**src/rtl/burst_pkg.sv**
```systemverilog
// Shared constants and the FIFO entry layout for the burst receive path.
// An entry carries one byte plus the flag marking it as the final byte of its burst.
package burst_pkg;

   localparam int BS_DATA_W    = 8;
   localparam int BS_DEPTH     = 32;
   localparam int BS_MAX_BURST = 16;
   localparam int BS_CNT_W     = 16;

   typedef struct packed {
      logic                 last;
      logic [BS_DATA_W-1:0] data;
   } entry_t;

   localparam int ENTRY_W = $bits(entry_t);

endpackage

```
**src/rtl/burst_sink_fifo.sv**
```systemverilog
// Single-clock FIFO with occupancy count. A push is accepted when full
// only if a pop happens in the same cycle.
module sync_fifo #(
   parameter int WIDTH = 9,
   parameter int DEPTH = 32
) (
   input  logic                       clk,
   input  logic                       reset_n,
   input  logic                       push,
   input  logic [WIDTH-1:0]           push_data,
   input  logic                       pop,
   output logic [WIDTH-1:0]           pop_data,
   output logic [$clog2(DEPTH):0]     count,
   output logic                       full,
   output logic                       empty
);

   localparam int AW = $clog2(DEPTH);
   localparam int CW = AW + 1;

   logic [WIDTH-1:0] mem_r [DEPTH];
   logic [AW-1:0]    wr_ptr_r;
   logic [AW-1:0]    rd_ptr_r;
   logic [CW-1:0]    count_r;
   logic             push_ok_s;
   logic             pop_ok_s;
   logic             full_s;
   logic             empty_s;

   // Acceptance of push/pop from the current occupancy.
   always_comb begin
      full_s    = (count_r == CW'(DEPTH));
      empty_s   = (count_r == {CW{1'b0}});
      pop_ok_s  = pop & ~empty_s;
      push_ok_s = push & (~full_s | pop_ok_s);
   end

   // Storage, pointers and occupancy.
   always_ff @(posedge clk or negedge reset_n) begin
      if (!reset_n) begin
         for (int i = 0; i < DEPTH; i++) begin
            mem_r[i] <= {WIDTH{1'b0}};
         end
         wr_ptr_r <= {AW{1'b0}};
         rd_ptr_r <= {AW{1'b0}};
         count_r  <= {CW{1'b0}};
      end else begin
         if (push_ok_s) begin
            mem_r[wr_ptr_r] <= push_data;
            wr_ptr_r        <= wr_ptr_r + AW'(1'b1);
         end
         if (pop_ok_s) begin
            rd_ptr_r <= rd_ptr_r + AW'(1'b1);
         end
         case ({push_ok_s, pop_ok_s})
            2'b10:   count_r <= count_r + CW'(1'b1);
            2'b01:   count_r <= count_r - CW'(1'b1);
            default: count_r <= count_r;
         endcase
      end
   end

   assign pop_data = mem_r[rd_ptr_r];
   assign count    = count_r;
   assign full     = full_s;
   assign empty    = empty_s;

endmodule

```
**src/rtl/burst_sink.sv**
```systemverilog
// Receive endpoint for the stack-reversal engine burst stream: stages each byte,
// tags the last byte of a burst, buffers it and re-emits it on valid/ready.
module burst_sink
   import burst_pkg::*;
#(
   parameter int DATA_W    = BS_DATA_W,
   parameter int DEPTH     = BS_DEPTH,
   parameter int MAX_BURST = BS_MAX_BURST
) (
   input  logic              clk,
   input  logic              reset_n,
   input  logic              s_valid,
   input  logic [DATA_W-1:0] s_data,
   output logic              busy,
   output logic              m_valid,
   input  logic              m_ready,
   output logic [DATA_W-1:0] m_data,
   output logic              m_last,
   output logic [15:0]       burst_cnt,
   output logic              overflow
);

   localparam int CNT_W = $clog2(DEPTH) + 1;

   logic              stg_v_r;
   logic [DATA_W-1:0] stg_d_r;
   logic              busy_r;
   logic              overflow_r;
   logic [15:0]       burst_cnt_r;

   entry_t            push_entry_s;
   entry_t            pop_entry_s;
   logic [CNT_W-1:0]  fifo_count_s;
   logic [CNT_W:0]    occupancy_s;
   logic              full_s;
   logic              empty_s;
   logic              pop_s;
   logic              last_s;
   logic              drop_s;
   logic              busy_next_s;

   // The end of a burst is only known when s_valid drops behind the staged byte.
   always_comb begin
      push_entry_s      = '{last: 1'b0, data: {DATA_W{1'b0}}};
      push_entry_s.last = ~s_valid;
      push_entry_s.data = stg_d_r;
      last_s            = stg_v_r & ~s_valid;
      pop_s             = ~empty_s & m_ready;
      drop_s            = stg_v_r & full_s & ~pop_s;
      occupancy_s       = {1'b0, fifo_count_s}
                        + {{CNT_W{1'b0}}, stg_v_r}
                        + {{CNT_W{1'b0}}, s_valid};
      if (occupancy_s > (CNT_W + 1)'(DEPTH - MAX_BURST)) begin
         busy_next_s = 1'b1;
      end else begin
         busy_next_s = 1'b0;
      end
   end

   // Stage register between the engine and the FIFO.
   always_ff @(posedge clk or negedge reset_n) begin
      if (!reset_n) begin
         stg_v_r <= 1'b0;
         stg_d_r <= {DATA_W{1'b0}};
      end else begin
         stg_v_r <= s_valid;
         stg_d_r <= s_data;
      end
   end

   // Flow-control and status registers; a dropped last byte still closes its burst.
   always_ff @(posedge clk or negedge reset_n) begin
      if (!reset_n) begin
         busy_r      <= 1'b1;
         overflow_r  <= 1'b0;
         burst_cnt_r <= 16'd0;
      end else begin
         busy_r     <= busy_next_s;
         overflow_r <= overflow_r | drop_s;
         if (last_s) begin
            burst_cnt_r <= burst_cnt_r + 16'd1;
         end else begin
            burst_cnt_r <= burst_cnt_r;
         end
      end
   end

   sync_fifo #(
      .WIDTH ($bits(entry_t)),
      .DEPTH (DEPTH)
   ) u_fifo (
      .clk       (clk),
      .reset_n   (reset_n),
      .push      (stg_v_r),
      .push_data (push_entry_s),
      .pop       (pop_s),
      .pop_data  (pop_entry_s),
      .count     (fifo_count_s),
      .full      (full_s),
      .empty     (empty_s)
   );

   assign busy      = busy_r;
   assign overflow  = overflow_r;
   assign burst_cnt = burst_cnt_r;
   assign m_valid   = ~empty_s;
   assign m_data    = pop_entry_s.data;
   assign m_last    = pop_entry_s.last;

endmodule
```
**config.mk**
```make
export PLATFORM = sky130hd
export DESIGN_NAME = burst_sink
export DESIGN_NICKNAME = d
export VERILOG_FILES = /design/src/rtl/burst_pkg.sv /design/src/rtl/burst_sink_fifo.sv /design/src/rtl/burst_sink.sv
export SDC_FILE = /design/constraint.sdc
export NUM_CORES = 1
export LEC_CHECK = 0
export ABC_AREA = 1
export CAP_MARGIN = 15
export CORE_UTILIZATION = 62
export DETAILED_ROUTE_END_ITERATION = 16
export GPL_ROUTABILITY_DRIVEN = 0
export GPL_TIMING_DRIVEN = 0
export PLACE_DENSITY = 0.8
export SETUP_SLACK_MARGIN = 0.5
export SKIP_CTS_REPAIR_TIMING = 1
export SYNTH_ARGS = -nofsm -noshare
export SYNTH_HDL_FRONTEND = slang
export SYNTH_SLANG_ARGS = --single-unit
```
**constraint.sdc**
```tcl
create_clock -name clk -period 3.49 [get_ports clk]
set_clock_uncertainty 0.2 [all_clocks]
set_input_delay 0.5235 -clock clk [delete_from_list [all_inputs] [get_ports clk]]
set_output_delay 0.5235 -clock clk [all_outputs]
set_load 0.005 [all_outputs]
```
==> qor.csv <==
stage,metric,value,unit
setup_path,FF-to-FF End,u_fifo.count[4]$_DFFE_PN0P_,
logic_synthesis,synthesized area per cell,8.335,µm²
clock_network,htree depth,2,
floorplan,core area,25250,µm²
setup_path,Reg-to-Reg Start,u_fifo.count[2]$_DFFE_PN0P_,
power_and_ir_drop,cell-internal power,10.44,mW
worst_hold_path,Hold Startpoint,s_data[0],
detailed_routing,first-pass detailed-route iteration total,8,
setup_path,crit-path max FO,10,
logic_synthesis,Post-Syn Area,15990,µm²
power_and_ir_drop,peak supply drop,0.6828,mV
timing,unrepaired setup endpoints after global routing,true,
grt,GRT Overall Usage,0.3759,
setup_path,CP Cell Sequence,buf_4 > clkbuf_2 > o21ai_0 > o21ai_1 > a21oi_2 > nand2_2 > nand2_2 > inv_1 > buf_2,
place,Post-Place Cells,2291,
setup_path,CP most frequent cell,nand2_2,
timing,# setup viols final,0,
timing,final worst-path cycle share,0.9084,
clock_network,CTS root buf,clkbuf_16,
detailed_routing,drt drc,0,
logic_synthesis,Yosys reg bits,331,
timing,Setup TNS Final,0,ps
grt,first-pass GRT wire length,74990,µm
timing,Final Max Slew Viols,0,
logic_synthesis,synth top area cells,"dfrtp_1 52%, nand2_1 13%, o21ai_0 10%",
layout,area grow syn2layout,19.94,%
setup_path,CP max stage delay,470,ps
clock_network,clock latency on the worst-skew pair,530,ps
place,Final HPWL DP,33220,µm
setup_path,Critical Path Start Type,register,
setup_path,crit end category,primary output,
outcome,status,completed,
clock_network,TritonCTS Sinks,331,
worst_hold_path,worst hold path class,input pin to register,
place,Setup WS pre-CTS,4.619,ps
clock_network,Num CTS Buffers,36,
grt,remaining global-route overflow,0,
logic_synthesis,Synth Warn #,0,
power_and_ir_drop,P_leak,8.848,nW
layout,fin util,0.7596,
setup_path,WP data arrival,2450,ps
logic_synthesis,Synth top area share,0.5163,
layout,Ant. Diodes,0,
setup_path,Worst path top cell family by delay,compound AO/OA/AOI/OAI gates,
logic_synthesis,"area leader, netlist",dfrtp_1,
setup_path,worst r2r path cells,19,
grt,largest net degree at the start of global routing,105,
setup_path,Worst path slowest cell,dfrtp_2,
floorplan,Die X,162.6,µm
grt,vias in the first global route,13582,
layout,final std cells w/o fill,2374,
setup_path,R2R setup slack,680,ps
timing,final worst setup slack,319.8,ps
logic_synthesis,post-synthesis cell type count,38,
power_and_ir_drop,sequential power share,0.338,
worst_hold_path,hold path depth,1,
setup_path,"Worst Path Class, Setup",register to primary output,
layout,"commonest cells after routing, fill and taps aside","496 x nand2_1, 325 x dfrtp_1, 289 x o21ai_0, 198 x nor2_1, 98 x o21ai_2",
detailed_routing,DRT iter0 DRCs,1993,
detailed_routing,final WL,51960,µm
timing,Fin. Hold Viols,0,
worst_hold_path,"Endpoint, Worst Hold",stg_d_r[0]$_DFF_PN0_,
clock_network,CTS tree,built,
detailed_routing,vias per cell,6.265,
floorplan,DIE AREA,26440,µm²
logic_synthesis,Synth Instances,1919,
grt,antenna violations before repair,0,
power_and_ir_drop,combinational fraction of design power,0.462,
power_and_ir_drop,Sw Share,0.4326,
timing,Relative slew margins,0.2510,
detailed_routing,Post-DRT Antenna Nets,0,
floorplan,Die Ht,162.6,µm
floorplan,Site Rows,58,
setup_path,CP Data Required Time,2770,ps
clock_network,Clock transition at path regs,60,ps
layout,fraction of layout cells with a size suffix above 1,0.2158,
power_and_ir_drop,Sw Pwr,7.958,mW
power_and_ir_drop,share of power burned in the clock network,0.200,
job,max-cap violations,0,
detailed_routing,per-cell routed wire length,21.89,µm
clock_network,clock tree buffer depth,3,
floorplan,IO Pins,40,
power_and_ir_drop,total power,18.40,mW
logic_synthesis,Synth Net Count,1942,
timing,fmax,315.4,MHz
setup_path,worst path bufs/invs,4,
power_and_ir_drop,Power per Cell Area,959.0,nW/µm²
detailed_routing,Vias,14874,
place,PortBufs,39,
timing,Slew @ Worst Pin,1124,ps
timing,min Tclk post-route,3170,ps
layout,Post-layout nets,2041,
logic_synthesis,post-synthesis sequential area ratio,0.5180,
layout,"commonest non-fill, non-tap cell in the layout",nand2_1,
floorplan,Initial Util,0.6333,
==> power groups by stage <==
stage,Sequential (mW),Combinational [mW],Clock [mW]
final,6.21,8.50,3.68
after global routing,6.34,9.06,3.80
after CTS,6.06,6.70,3.66
after detailed placement,6.10,6.65,0
after global placement,6.07,6.46,0
after floorplan,5.90,4.32,0
==> kinds of logic (layout without fill, tap and decap cells) <==
| group | count (synthesis) | in the layout | share of synthesized area |
|---|---|---|---|
| AND/OR/NAND/NOR | 936 | 936 | 0.2456 |
| AO/OA/AOI/OAI | 438 | 438 | 0.1593 |
| flip-flops | 331 | 331 | 0.5180 |
| buffers and inverters | 183 | 308 | 0.05711 |
| XOR/XNOR | 20 | 20 | 0.01095 |
| adder cells (fa/ha/maj) | 11 | 11 | 0.009075 |
==> through the flow <==
step                      cell area [µm²]  hold slack [ps]
after floorplan                     15990            27.91
after global placement              16800            258.1
after detailed placement            16880            207.2
after CTS                           18000           -338.0
after global routing                19180            238.7
final                               19180            227.7
==> how the worst max path moves through the flow <==
stage	slack [ps]	start	cells after the start	to
after global placement	-12460	reset_n	1	u_fifo.mem_r[118]$_DFFE_PN0P_
after detailed placement	5	u_fifo.rd_ptr_r[0]$_DFFE_PN0P_	10	m_data[6]
after global routing	330	u_fifo.rd_ptr_r[0]$_DFFE_PN0P_	12	m_data[7]
after floorplan	670	u_fifo.count[2]$_DFFE_PN0P_	19	u_fifo.count[4]$_DFFE_PN0P_
final	320	u_fifo.rd_ptr_r[0]$_DFFE_PN0P_	9	m_data[5]
after CTS	-550	u_fifo.rd_ptr_r[0]$_DFFE_PN0P_	10	m_data[6]
==> synth_stat cells (all sizes together) <==
cell type and n:
nor3 5, buf 47, dfstp 1, o21a 1
nor2 214, ha 10, inv 55, a21oi 21
dfrtp 330, nand2 576, o21ai 412, xnor2 8
fa 1, clkbuf 76, nand3 138, a31o 1
nor3b 1, o211ai 1, xor2 12, nand4 1
a21o 1, nor4 1, clkinv 5, o21bai 1
==> per-layer routing <==
metal,track usage,vias up,share of wire
met4,0.2065,2,0.066
met1,0.4906,7113,0.37
li1,-,6473,-
met2,0.5808,988,0.44
met5,0,-,0.0011
met3,0.09040,298,0.12
==> state kept, by name (all words and copies together) (netlist names) <==
name / flops
stg_v_r: 1
overflow: 1
stg_d_r: 8
u_fifo.mem_r: 288
busy: 1
u_fifo.count: 6
burst_cnt: 16
u_fifo.rd_ptr_r: 5
u_fifo.wr_ptr_r: 5
==> final cells by class <==
class                      count  area, µm²
timing repair buffer          61      733.2
multi-input combinational   1405       7446
fill                        1738       6071
clock inverter                 8      55.05
sequential                   331       8290
tap                          330      412.9
buffer                       123      943.4
inverter                      60      245.2
clock buffer                  56       1057
Note: power is estimated with default switching activity, not from simulation.
